==> src/rtl/dp_ctrl_pkg.sv <==
// Shared types and encodings for the register-file datapath sequencer.
// Field positions and control encodings are fixed by the datapath.
package dp_ctrl_pkg;

    typedef enum logic [2:0] {
        S_IDLE,
        S_DECODE,
        S_WR_IMM,
        S_LD_A,
        S_LD_B,
        S_EXEC,
        S_WR_C,
        S_DONE
    } state_t;

    typedef enum logic [2:0] {
        CLS_MOVI,
        CLS_MOVR,
        CLS_ADD,
        CLS_CMP,
        CLS_AND,
        CLS_MVN,
        CLS_ILL
    } instr_class_t;

    localparam logic [2:0] OPC_MOV = 3'b110;
    localparam logic [2:0] OPC_ALU = 3'b101;

    localparam logic [1:0] OP_MOV_IMM = 2'b10;
    localparam logic [1:0] OP_MOV_REG = 2'b00;
    localparam logic [1:0] OP_ADD     = 2'b00;
    localparam logic [1:0] OP_CMP     = 2'b01;
    localparam logic [1:0] OP_AND     = 2'b10;
    localparam logic [1:0] OP_MVN     = 2'b11;

    localparam logic [1:0] VSEL_C   = 2'b00;
    localparam logic [1:0] VSEL_IMM = 2'b01;

    localparam logic [1:0] ALU_ADD = 2'b00;
    localparam logic [1:0] ALU_SUB = 2'b01;
    localparam logic [1:0] ALU_AND = 2'b10;
    localparam logic [1:0] ALU_NOT = 2'b11;

endpackage

==> src/rtl/dp_ctrl_dec.sv <==
// Combinational decode of the latched instruction word into fields,
// the sign-extended immediate and an instruction class.
module dp_ctrl_dec
    import dp_ctrl_pkg::*;
(
    input  logic [15:0]  ir,
    output logic [1:0]   op,
    output logic [2:0]   rn,
    output logic [2:0]   rd,
    output logic [1:0]   sh,
    output logic [2:0]   rm,
    output logic [15:0]  sximm8,
    output instr_class_t cls,
    output logic         uses_a
);

    logic [2:0] opcode;

    assign opcode = ir[15:13];
    assign op     = ir[12:11];
    assign rn     = ir[10:8];
    assign rd     = ir[7:5];
    assign sh     = ir[4:3];
    assign rm     = ir[2:0];
    assign sximm8 = {{8{ir[7]}}, ir[7:0]};

    always_comb begin
        cls = CLS_ILL;
        case (opcode)
            OPC_MOV: begin
                if (op == OP_MOV_IMM)      cls = CLS_MOVI;
                else if (op == OP_MOV_REG) cls = CLS_MOVR;
            end
            OPC_ALU: begin
                case (op)
                    OP_ADD:  cls = CLS_ADD;
                    OP_CMP:  cls = CLS_CMP;
                    OP_AND:  cls = CLS_AND;
                    default: cls = CLS_MVN;
                endcase
            end
            default: cls = CLS_ILL;
        endcase
    end

    // Two-operand instructions read Rn into A before Rm goes into B.
    assign uses_a = (cls == CLS_ADD) || (cls == CLS_CMP) || (cls == CLS_AND);

endmodule

==> src/rtl/dp_ctrl.sv <==
// Moore sequencer for the register-file datapath: latches one instruction
// per valid/ready handshake and steps the datapath through its phases.
module dp_ctrl
    import dp_ctrl_pkg::*;
(
    input  logic        clk,
    input  logic        reset_n,
    input  logic        in_valid,
    input  logic [15:0] instr,
    output logic        in_ready,
    output logic        done,
    output logic        err,
    output logic [2:0]  readnum,
    output logic [2:0]  writenum,
    output logic        write,
    output logic        loada,
    output logic        loadb,
    output logic        loadc,
    output logic        loads,
    output logic        asel,
    output logic        bsel,
    output logic [1:0]  vsel,
    output logic [1:0]  shift,
    output logic [1:0]  ALUop,
    output logic [15:0] sximm8
);

    state_t       state, state_next;
    logic [15:0]  ir;
    logic [1:0]   op;
    logic [2:0]   rn, rd, rm;
    logic [1:0]   sh;
    instr_class_t cls;
    logic         uses_a;

    dp_ctrl_dec u_dec (
        .ir     (ir),
        .op     (op),
        .rn     (rn),
        .rd     (rd),
        .sh     (sh),
        .rm     (rm),
        .sximm8 (sximm8),
        .cls    (cls),
        .uses_a (uses_a)
    );

    // NOTE: sequential state uses non-blocking assignments so every flop
    // samples pre-edge values, independent of block ordering.
    always_ff @(posedge clk or negedge reset_n) begin
        if (!reset_n) begin
            state <= S_IDLE;
            // NOTE: the instruction register is reset so sximm8 and the
            // decode are defined (zero) out of reset, not just the FSM.
            ir    <= '0;
        end else begin
            state <= state_next;
            if (state == S_IDLE && in_valid)
                ir <= instr;
        end
    end

    always_comb begin
        // NOTE: every output gets a default first; any path that skips an
        // assignment would otherwise infer a latch.
        state_next = state;
        in_ready   = 1'b0;
        done       = 1'b0;
        err        = 1'b0;
        readnum    = '0;
        writenum   = '0;
        write      = 1'b0;
        loada      = 1'b0;
        loadb      = 1'b0;
        loadc      = 1'b0;
        loads      = 1'b0;
        asel       = 1'b0;
        bsel       = 1'b0;
        vsel       = VSEL_C;
        shift      = '0;
        ALUop      = ALU_ADD;

        case (state)
            S_IDLE: begin
                in_ready = 1'b1;
                if (in_valid)
                    state_next = S_DECODE;
            end
            S_DECODE: begin
                if (cls == CLS_ILL)       state_next = S_DONE;
                else if (cls == CLS_MOVI) state_next = S_WR_IMM;
                else if (uses_a)          state_next = S_LD_A;
                else                      state_next = S_LD_B;
            end
            S_WR_IMM: begin
                writenum   = rn;
                vsel       = VSEL_IMM;
                write      = 1'b1;
                state_next = S_DONE;
            end
            S_LD_A: begin
                readnum    = rn;
                loada      = 1'b1;
                state_next = S_LD_B;
            end
            S_LD_B: begin
                readnum    = rm;
                loadb      = 1'b1;
                shift      = sh;
                state_next = S_EXEC;
            end
            S_EXEC: begin
                shift = sh;
                // MOV reg is computed as 0 + sh(Rm); the ALU ops map 1:1 onto op.
                ALUop = (cls == CLS_MOVR) ? ALU_ADD : op;
                asel  = (cls == CLS_MOVR) || (cls == CLS_MVN);
                loadc = (cls != CLS_CMP);
                loads = (cls == CLS_CMP);
                state_next = (cls == CLS_CMP) ? S_DONE : S_WR_C;
            end
            S_WR_C: begin
                writenum   = rd;
                vsel       = VSEL_C;
                write      = 1'b1;
                state_next = S_DONE;
            end
            S_DONE: begin
                done       = 1'b1;
                err        = (cls == CLS_ILL);
                state_next = S_IDLE;
            end
            default: state_next = S_IDLE;
        endcase
    end

endmodule

==> config.mk <==
export PLATFORM = sky130hd
export DESIGN_NAME = dp_ctrl
export DESIGN_NICKNAME = d
export VERILOG_FILES = /design/src/rtl/dp_ctrl_pkg.sv /design/src/rtl/dp_ctrl_dec.sv /design/src/rtl/dp_ctrl.sv
export SDC_FILE = /design/constraint.sdc
export NUM_CORES = 1
export LEC_CHECK = 0
export ABC_AREA = 1
export CAP_MARGIN = 0
export CORE_MARGIN = 10
export CORE_UTILIZATION = 40
export DETAILED_ROUTE_END_ITERATION = 6
export PLACE_DENSITY = 0.79
export SLEW_MARGIN = 10
export SYNTH_ARGS = -nofsm -noshare
export SYNTH_HDL_FRONTEND = slang
export SYNTH_SLANG_ARGS = --single-unit
==> constraint.sdc <==
create_clock -name clk -period 1.35 [get_ports clk]
set_input_delay 0.135 -clock clk [delete_from_list [all_inputs] [get_ports clk]]
set_output_delay 0.135 -clock clk [all_outputs]
set_load 0.05 [all_outputs]
---- Word-level counts from Yosys, hierarchy flattened ----
Index checks and enable logic that the tools add are counted.
word-level totals
  logic and storage cells ................. 55
  bits in registers ....................... 19
  output and inout port bits .............. 38
operators by class
  mux-type cells .......................... 25
  reductions and logical operators ........ 9
  equality and inequality tests ........... 19
operator list
  kind                count
  $eq 3x3->1 const B  9
  $pmux 3 s7          1
  $mux 3              6
  $pmux 3 s2          3
  $eq 3x2->1 const B  4
  $mux 1              11
  $pmux 3 s3          1
  $eq 3x1->1 const B  2
  $logic_not 3->1     2
  $mux 2              3
  $reduce_or 2->1     2
  $logic_or 1x1->1    3
  $ne 3x2->1 const B  1
  $eq 2x1->1 const B  1
  $eq 2x2->1 const B  1
  $logic_not 2->1     1
  $ne 2x2->1 const B  1
  $logic_and 1x1->1   1

---- Longest topological paths before layout ----
Gate-level depths: netlist of the first run.
  depth in word-level cells ............... 11
  gate-level depth with buffers ........... 8
  mapped depth without buffers ............ 7

---- By module ----
Synthesis of the first run repeated with hierarchy kept, for this count alone.
unflattened totals
  cell total of the unflattened synthesis .. 191
  area, all modules ....................... 1372.6 um^2
modules (own cells, without submodules)
  module       area an instance (um^2)  times used  cells an instance  seq. area each (um^2)
  dp_ctrl      1076.0                   1           144                475.5
  dp_ctrl_dec  296.5                    1           47                 0.0

---- Worst setup path after synthesis of the first run ----
No wires, ideal clock.
  path kind ............................... register to output
  start ................................... reg state[0]
  end ..................................... out readnum[0]
  cell stages (with the launch flop) ...... 5
  path slack .............................. -1272 ps
  arrival ................................. 2487 ps
  data required time ...................... 1215 ps
  cells stage by stage .................... dfrtp_1 -> nand2_1 -> nor2_1 -> inv_1 -> o21ai_0
between the ends
  word-level cells in the longest chain between the ends .. 2
ends and longest elaborated chain
  item                                      RTL line       source
  from (decl)                               dp_ctrl.sv:28  state_t state, state_next;
  from (signal assigned)                    dp_ctrl.sv:57  state <= state_next;
  $eq 3x3->1 or $eq 3x2->1 (tied branches)  dp_ctrl.sv:83  case (state)
  $pmux 3 s2 (*)                            dp_ctrl.sv:83
  to (decl)                                 dp_ctrl.sv:13  output logic [2:0] readnum,
Every way passes the cells marked *; elsewhere a longest branch is shown, timed or not.

---- Worst setup path after layout of the first run ----
  start ................................... reg state[0]
  end ..................................... out readnum[2]
The elaborated chain is that of the path after synthesis.

==> results.json, run 1 <==
{
  "path_cells": "nor2_4 > nand2_4 > clkinvlp_4 > nand2_2 > o21ai_4 > buf_12",
  "grt_pass1_vias": 1413,
  "die_height_um": 74.7,
  "min-delay-path-class": "in -> async",
  "grt_pass1_wl_um": 6910,
  "nets": 244,
  "crit_required_ps": 1220,
  "diodes": 0,
  "syn2layout_area_growth_pct": 121,
  "post-synth-top-count-cell": "nand2_1",
  "fin_crit_sh_pct": 130,
  "ctsHtreeMaxLevel": 1,
  "cp_max_fo": 6,
  "status": "finished, violations left",
  "post-route-drc-count": 0,
  "min_period_ps": 1750,
  "nFillCells": 72,
  "cp_top_family": "flip-flops",
  "synthesis.area_mm2": 0.00120,
  "crit_cells": 6,
  "maxSlewHeadroom_pct": 45.9,
  "grt_usage_pct": 15.6,
  "clk_root_buffer_cell": "clkbuf_4",
  "via_per_inst": 5.71,
  "cts.path.max_buffers": 2,
  "drt_first_pass_iters": 6,
  "endpoint_kind": "output port",
  "drive_above_1_share_pct": 64.7,
  "via_count": 1455,
  "placed_cell_area_mm2": 0.00218,
  "hpwl_um": 3120,
  "drv_slew": 0,
  "routedWlPerCell_um": 23.1,
  "synthCells": 161,
  "gp_congestion": 0.813,
  "startpoint_type": "register",
  "design.core.area_mm2": 0.00281,
  "drtIter0Drc": 73,
  "port_buffers": 54,
  "clk_pin_slew_worst_paths_ps": 130,
  "maxCapViolCount": 0,
  "yosysTopAreaCell": "dfrtp_1",
  "finClkSkew_ps": 11.7,
  "worst_pin_slew_ps": 808,
  "synth_cell_types": 21,
  "drt-total-wl_um": 5890,
  "final_hold_viol_count": 0,
  "rsz0062_at_grt": "yes",
  "r2r_cells": 8,
  "critical-path-slowest-cell": "dfrtp_2",
  "slowest_delay_ps": 530,
  "rows": 19,
  "netlist_top_cells_area": "dfrtp_1, buf_4, nand2_1",
  "violations": "setup timing",
  "ant_nets": 0,
  "fin_ws_ps": -400,
  "synth-edff-count": 0,
  "synth_top_area_share_pct": 39.7,
  "antenna_found_initial": 0,
  "seq_area_frac_synth_pct": 39.7,
  "cts_tree": "built",
  "ioPinCount": 57,
  "critPathKind": "reg -> out",
  "critical_path_buf_inv_count": 2,
  "overflow": 0,
  "fin_area_mm2": 0.00265,
  "ys.warnings.count": 0,
  "ff2ff_setup_slack_ps": -160,
  "clock-sinks": 19,
  "clk_latency_ps": 330,
  "async_flop_share_pct": 100,
  "report.final.setup_viol": 39,
  "synth-main-ff-cell": "dfrtp_1",
  "initial_core_util_pct": 42.6,
  "synth_seq_cells": 19,
  "cts_buffers": 3,
  "crit_arrival_ps": 1610,
  "synthTopCellsByCount": "nand2_1, nor2_1, inv_1",
  "ctsHoldBuffers": 0,
  "grt_start_max_net_pins": 26,
  "die_w_um": 74.7,
  "syn-mean-instance-area_um2": 7.43,
  "fmax_mhz": 571,
  "dieArea_mm2": 0.00558
}
-- layer usage --
layer	vias up	share of wire [%]	GRT usage, %	routed length [um]
met1	712	33	14.9	1970
met5	-	0	0	0
met2	106	52	30.0	3070
li1	612	-	-	-
met3	25	10	5.26	600
met4	0	4.3	5.88	255
-- registers in the layout (all words and copies together) (netlist names) --
name	count
ir	16
state	3
-- worst reg2reg max path, delay by kind of cell (launching register included) --
| family | cells | cell delay, ps |
|---|---|---|
| flip-flops | 1 | 510 |
| AO/OA/AOI/OAI | 1 | 50 |
| buffers and inverters | 3 | 390 |
| AND/OR/NAND/NOR | 4 | 460 |
-- repair_timing --
item	in CTS	in global routing
gates cloned	0	3
resized for setup	23	64
endpoints found under the setup margin	20	37
setup buffers	7	10
pin swaps	6	21
-- layout make-up --
| class | instances | area, um2 | area share, % |
|---|---|---|---|
| timing repair buffer | 77 | 1120 | 42.5 |
| multi-input combinational | 102 | 870 | 32.9 |
| sequential | 19 | 479 | 18.1 |
| inverter | 22 | 108 | 4.07 |
| tap | 31 | 38.8 | 1.47 |
| clock buffer | 3 | 22.5 | 0.851 |
| clock inverter | 1 | 5.00 | 0.189 |
-- cells by family (layout without fill, tap and decap cells) --
logic type | count (synthesis) | count (layout) | share of synthesized area [%]
AO/OA/AOI/OAI | 18 | 18 | 7.53
buffers and inverters | 44 | 103 | 22.1
flip-flops | 19 | 19 | 39.7
other | 1 | 2 | 0.314
AND/OR/NAND/NOR | 79 | 82 | 30.3
-- final timing paths --
kind,end,start
hold / removal,ir[3]$_DFFE_PN0P_,reset_n
setup / recovery,readnum[2],state[0]$_DFFE_PN0P_
setup reg to reg,ir[15]$_DFFE_PN0P_,state[1]$_DFFE_PN0P_
max in group asynchronous,state[1]$_DFFE_PN0P_,reset_n
hold reg to reg,ir[9]$_DFFE_PN0P_,ir[9]$_DFFE_PN0P_
min in group clk,ir[7]$_DFFE_PN0P_,instr[7]
-- cells in the final DEF (no fill, tap or decap), types with 3 or more instances in the layout --
| cell type | Yosys | final |
|---|---|---|
| buf_12 | 0 | 37 |
| nor2_4 | 2 | 23 |
| clkdlybuf4s50_1 | 0 | 18 |
| nand2_2 | 0 | 16 |
| dfrtp_1 | 19 | 16 |
| buf_4 | 19 | 12 |
| nand3_1 | 12 | 10 |
| nand2_1 | 32 | 10 |
| buf_6 | 1 | 10 |
| inv_1 | 20 | 8 |
| nand2_4 | 1 | 7 |
| inv_2 | 1 | 7 |
| a21oi_1 | 12 | 7 |
| o21ai_4 | 0 | 6 |
| a21oi_2 | 0 | 5 |
| inv_4 | 0 | 4 |
| nor2_1 | 26 | 4 |
| nand2_8 | 1 | 4 |
| clkbuf_4 | 0 | 3 |
| dfrtp_2 | 0 | 3 |
-- stage by stage --
step | instances | TNS (ps) | utilization [%] | hold WS, ps | worst slack (ps)
5_1_grt | 255 | -9630 | 94.3 | 234 | -441
2_1_floorplan | 162 | -1080 | - | -161 | -138
4_1_cts | 244 | -4040 | 82.3 | 184 | -245
3_5_place_dp | 234 | -28.9 | 77.8 | 513 | -13.2
3_3_place_gp | 234 | 0 | 77.8 | 488 | 55.2
6_report | 255 | -8080 | 94.3 | 209 | -400
Power of run 1 is left out: the tool's default activity adds up to more than one toggle a clock period on the data nets, which glitch-free logic cannot reach.
==> inputs of run 2 (changes only) <==
Settings changed: CORE_ASPECT_RATIO from default to 2.
==> run 2 against run 1 <==
Compared with the run above:
- the flow still finishes with violations (setup timing)
- critical path type unchanged
- global-route usage is 0.27 points lower
- worst setup slack better by 120 ps
- design area is 1.2% lower
- core utilization is 4.4 points lower
- clock-buffer cell count is 1 higher
- sequential share of layout area is 0.23 points higher
- non-clock buffer count is 2 lower
- sequential cell count stayed put
==> results.json, run 2 (same netlist as run 1, synthesis figures left out) <==
{
  "routedWlPerCell_um": 22.6,
  "maxSlewHeadroom_pct": 45.9,
  "dieArea_mm2": 0.00571,
  "via_per_inst": 5.54,
  "hpwl_um": 3150,
  "via_count": 1395,
  "initial_core_util_pct": 41.1,
  "grt_pass1_vias": 1405,
  "use_met1_pct": 12.8,
  "drt-total-wl_um": 5700,
  "clk_root_buffer_cell": "clkbuf_8",
  "antenna_found_initial": 0,
  "post-route-drc-count": 0,
  "fin_ws_ps": -278,
  "cp_max_fo": 5,
  "cts_buffers": 3,
  "report.final.setup_viol": 37,
  "finClkSkew_ps": 2.45,
  "ctsHtreeMaxLevel": 1,
  "crit_required_ps": 1220,
  "reg.largest.list": "ir x16, state x3",
  "critPathKind": "reg -> out",
  "drtIter0Drc": 47,
  "min-delay-path-class": "in -> async",
  "final_hold_viol_count": 0,
  "clock-sinks": 19,
  "syn2layout_area_growth_pct": 119,
  "grt_start_max_net_pins": 26,
  "setup-tns-final_ps": -6050,
  "ant_nets": 0,
  "rr_endpoint": "ir[8]$_DFFE_PN0P_",
  "grt.busiest_layer": "met2",
  "violations": "setup timing",
  "ff2ff_setup_slack_ps": -190,
  "diodes": 0,
  "nets": 242,
  "rows": 28,
  "endpoint_kind": "output port",
  "fin_crit_sh_pct": 121,
  "drive_above_1_share_pct": 61.7,
  "final_cell_mix": "buf_12, nor2_4, clkdlybuf4s50_1",
  "grt_usage_pct": 15.3,
  "clk_latency_ps": 250,
  "die_height_um": 97.3,
  "overflow": 0,
  "layout_commonest_cell": "buf_12",
  "drv_slew": 0,
  "gp_congestion": 0.744,
  "crit_arrival_ps": 1490,
  "largest_register_ffs": 16,
  "maxCapViolCount": 0,
  "cts.path.max_buffers": 2,
  "rr_startpoint": "state[2]$_DFFE_PN0P_",
  "min_period_ps": 1630,
  "rsz0062_at_grt": "yes",
  "drt_first_pass_iters": 6,
  "cts_tree": "built",
  "grt_pass1_wl_um": 6990,
  "status": "finished, violations left",
  "fmax_mhz": 614,
  "worst_pin_slew_ps": 809,
  "regMostFlops": "ir",
  "ioPinCount": 57,
  "design.core.area_mm2": 0.00291,
  "port_buffers": 54,
  "met3_usage_pct": 3.80,
  "clk_pin_slew_worst_paths_ps": 70,
  "r2r_cells": 7,
  "use_met2_pct": 29.2,
  "startpoint_type": "register",
  "die_w_um": 58.7
}
[run 2: worst max-delay path, cell delays in order (launching register included)]
cell and delay [ps]:
dfrtp_2 480, inv_4 80, nor2_4 200, nand2_4 140
o21ai_4 180, buf_12 160
[run 2: timing repair]
item | 4_1_cts | 5_1_grt
endpoints found under the setup margin | 19 | 36
hold buffers | 0 | 0
cloned | 0 | 3
gates resized for setup | 23 | 50
pin swaps | 11 | 7
setup buffers | 12 | 3
[run 2: worst max-delay path by stage]
stage / endpoint / cells past startpoint / from
2_1_floorplan: writenum[0] / 4 / state[1]$_DFFE_PN0P_
3_3_place_gp: shift[0] / 5 / state[2]$_DFFE_PN0P_
3_5_place_dp: asel / 7 / ir[13]$_DFFE_PN0P_
4_1_cts: asel / 7 / ir[13]$_DFFE_PN0P_
5_1_grt: loadc / 6 / ir[13]$_DFFE_PN0P_
6_report: writenum[2] / 5 / state[1]$_DFFE_PN0P_
[run 2: per-layer routing]
metal	part of all wire (%)	vias to the layer above
li1	-	607
met2	60	75
met3	5.4	20
met4	3.6	0
met5	0	-
met1	31	693
[run 2: through the flow]
stage	std cells	utilization [%]	setup WS (ps)	hold slack (ps)	instance area, um2
after global routing	252	89.9	-364	238	2610
after floorplan	162	-	-138	-161	1350
final	252	89.9	-278	222	2610
after detailed placement	231	74.5	-47.7	490	2170
after global placement	231	74.5	84.8	490	2170
after CTS	247	81.4	-165	223	2370
[run 2: final cells by class]
cell class	count	area (um2)
multi-input combinational	102	851
timing repair buffer	75	1090
sequential	19	479
inverter	22	108
clock buffer	4	45.0
fill	120	294
tap	30	37.5
Power of run 2 is left out for the same reason.
==> inputs of run 3 (changes only) <==
Settings changed: CORE_UTILIZATION 40 to 38, PLACE_DENSITY 0.79 to 0.75.
==> run 3 against run 2 <==
Compared with the run above:
- the run still ends with setup timing left
- register-to-register slack gained 30 ps
- design area grew 0.43%
- first-iteration DRC count grew 4.3%
- clock-buffer cell count shrank 1
- core utilization shrank 1.7 points
- global-route usage shrank 0.58 points
- die area grew 3.8%
- critical path depth grew 1
- non-clock buffer count grew 5
- critical endpoint is now readnum[2]
- largest cell class unchanged
==> results.json, run 3 (same netlist as run 1, synthesis figures left out) <==
{
  "cp_top_family": "flip-flops",
  "grt_pass1_wl_um": 6980,
  "cts.path.max_buffers": 2,
  "rsz0062_at_grt": "yes",
  "die_height_um": 99.3,
  "overflow": 0,
  "design.core.area_mm2": 0.00298,
  "ctsHoldBuffers": 0,
  "drt_first_pass_iters": 4,
  "gp_congestion": 0.788,
  "fin_crit_sh_pct": 119,
  "min_period_ps": 1600,
  "grt_usage_pct": 14.7,
  "crit_required_ps": 1220,
  "startpoint_type": "register",
  "layout_commonest_cell": "buf_12",
  "fmax_mhz": 625,
  "crit_arrival_ps": 1470,
  "violations": "setup timing",
  "grt_pass1_vias": 1400,
  "slowest_delay_ps": 480,
  "clk_root_buffer_cell": "clkbuf_8",
  "diodes": 0,
  "grt_start_max_net_pins": 26,
  "path_common_cell": "nand2_2",
  "endpoint_kind": "output port",
  "dieArea_mm2": 0.00593,
  "port_buffers": 54,
  "syn2layout_area_growth_pct": 119,
  "regMostFlops": "ir",
  "routedWlPerCell_um": 21.1,
  "maxSlewHeadroom_pct": 45.7,
  "cts_buffers": 3,
  "critical_path_buf_inv_count": 2,
  "clock-sinks": 19,
  "nets": 247,
  "reg.largest.list": "ir x16, state x3",
  "rows": 28,
  "drive_above_1_share_pct": 62.6,
  "min-delay-path-class": "in -> async",
  "via_count": 1376,
  "initial_core_util_pct": 40.2,
  "ioPinCount": 57,
  "antenna_found_initial": 0,
  "cts_tree": "built",
  "report.final.setup_viol": 38,
  "hpwl_um": 3220,
  "drtIter0Drc": 49,
  "final_hold_viol_count": 0,
  "critical-path-slowest-cell": "dfrtp_2",
  "largest_register_ffs": 16,
  "cp_max_fo": 5,
  "drt-total-wl_um": 5430,
  "place_ws_ps": -38.2,
  "die_w_um": 59.7,
  "clk_pin_slew_worst_paths_ps": 80,
  "drv_slew": 0,
  "fin_ws_ps": -251,
  "path_cells": "nor2_2 > nand2_2 > clkinvlp_4 > nand2_2 > o21ai_4 > buf_12",
  "ant_nets": 0,
  "status": "finished, violations left",
  "via_per_inst": 5.35,
  "final_cell_mix": "buf_12, buf_4, nor2_4",
  "worst_pin_slew_ps": 813,
  "maxCapViolCount": 0,
  "finClkSkew_ps": 4.10,
  "ctsHtreeMaxLevel": 1,
  "post-route-drc-count": 0,
  "critPathKind": "reg -> out",
  "holdWs_ps": 221,
  "clk_latency_ps": 260
}
-- run 3: cell types whose count changed in the layout (fill, tap and decap cells not counted), sizes merged --
cell / delta
dlymetal6s2s: +1
clkbuf: -1
clkinvlp: +1
clkdlybuf4s50: -1
buf: +5
-- run 3: final timing paths --
check | start | end | slack, ps | cells past startpoint
max | state[0]$_DFFE_PN0P_ | readnum[2] | -250 | 6
min | reset_n | ir[13]$_DFFE_PN0P_ | 220 | 2
max reg2reg | state[1]$_DFFE_PN0P_ | ir[3]$_DFFE_PN0P_ | -160 | 8
min reg2reg | ir[6]$_DFFE_PN0P_ | ir[6]$_DFFE_PN0P_ | 600 | 2
max in group asynchronous | reset_n | state[1]$_DFFE_PN0P_ | 910 | 2
min in group clk | instr[5] | ir[5]$_DFFE_PN0P_ | 430 | 3
-- run 3: area by class of cell --
class,count,area (um2)
timing repair buffer,80,1120
clock inverter,1,7.51
fill,119,353
multi-input combinational,102,832
tap,30,37.5
sequential,19,479
inverter,22,105
clock buffer,3,41.3
-- run 3: repair_timing --
| action | in CTS | in global routing |
|---|---|---|
| gates resized for setup | 24 | 42 |
| setup endpoints to repair | 20 | 38 |
| cloned | 0 | 3 |
| pin swaps | 12 | 11 |
| setup buffers | 13 | 4 |
-- run 3: stage by stage --
stage	util (%)	TNS [ps]	std cells	instance area (um2)
detailed placement	73.3	-38.2	233	2180
finish	88.2	-4950	257	2630
global route	88.2	-6380	257	2630
floorplan	-	-1080	162	1350
global placement	73.3	0	233	2180
CTS	80.5	-2310	250	2400
-- run 3: routing by layer --
layer	part of all wire [%]	GRT usage, %	vias to the layer above
met5	0	0	-
li1	-	-	613
met2	57	28.3	73
met1	31	13.3	669
met4	4.3	4.17	0
met3	7.2	5.22	21
Power of run 3 is left out for the same reason.
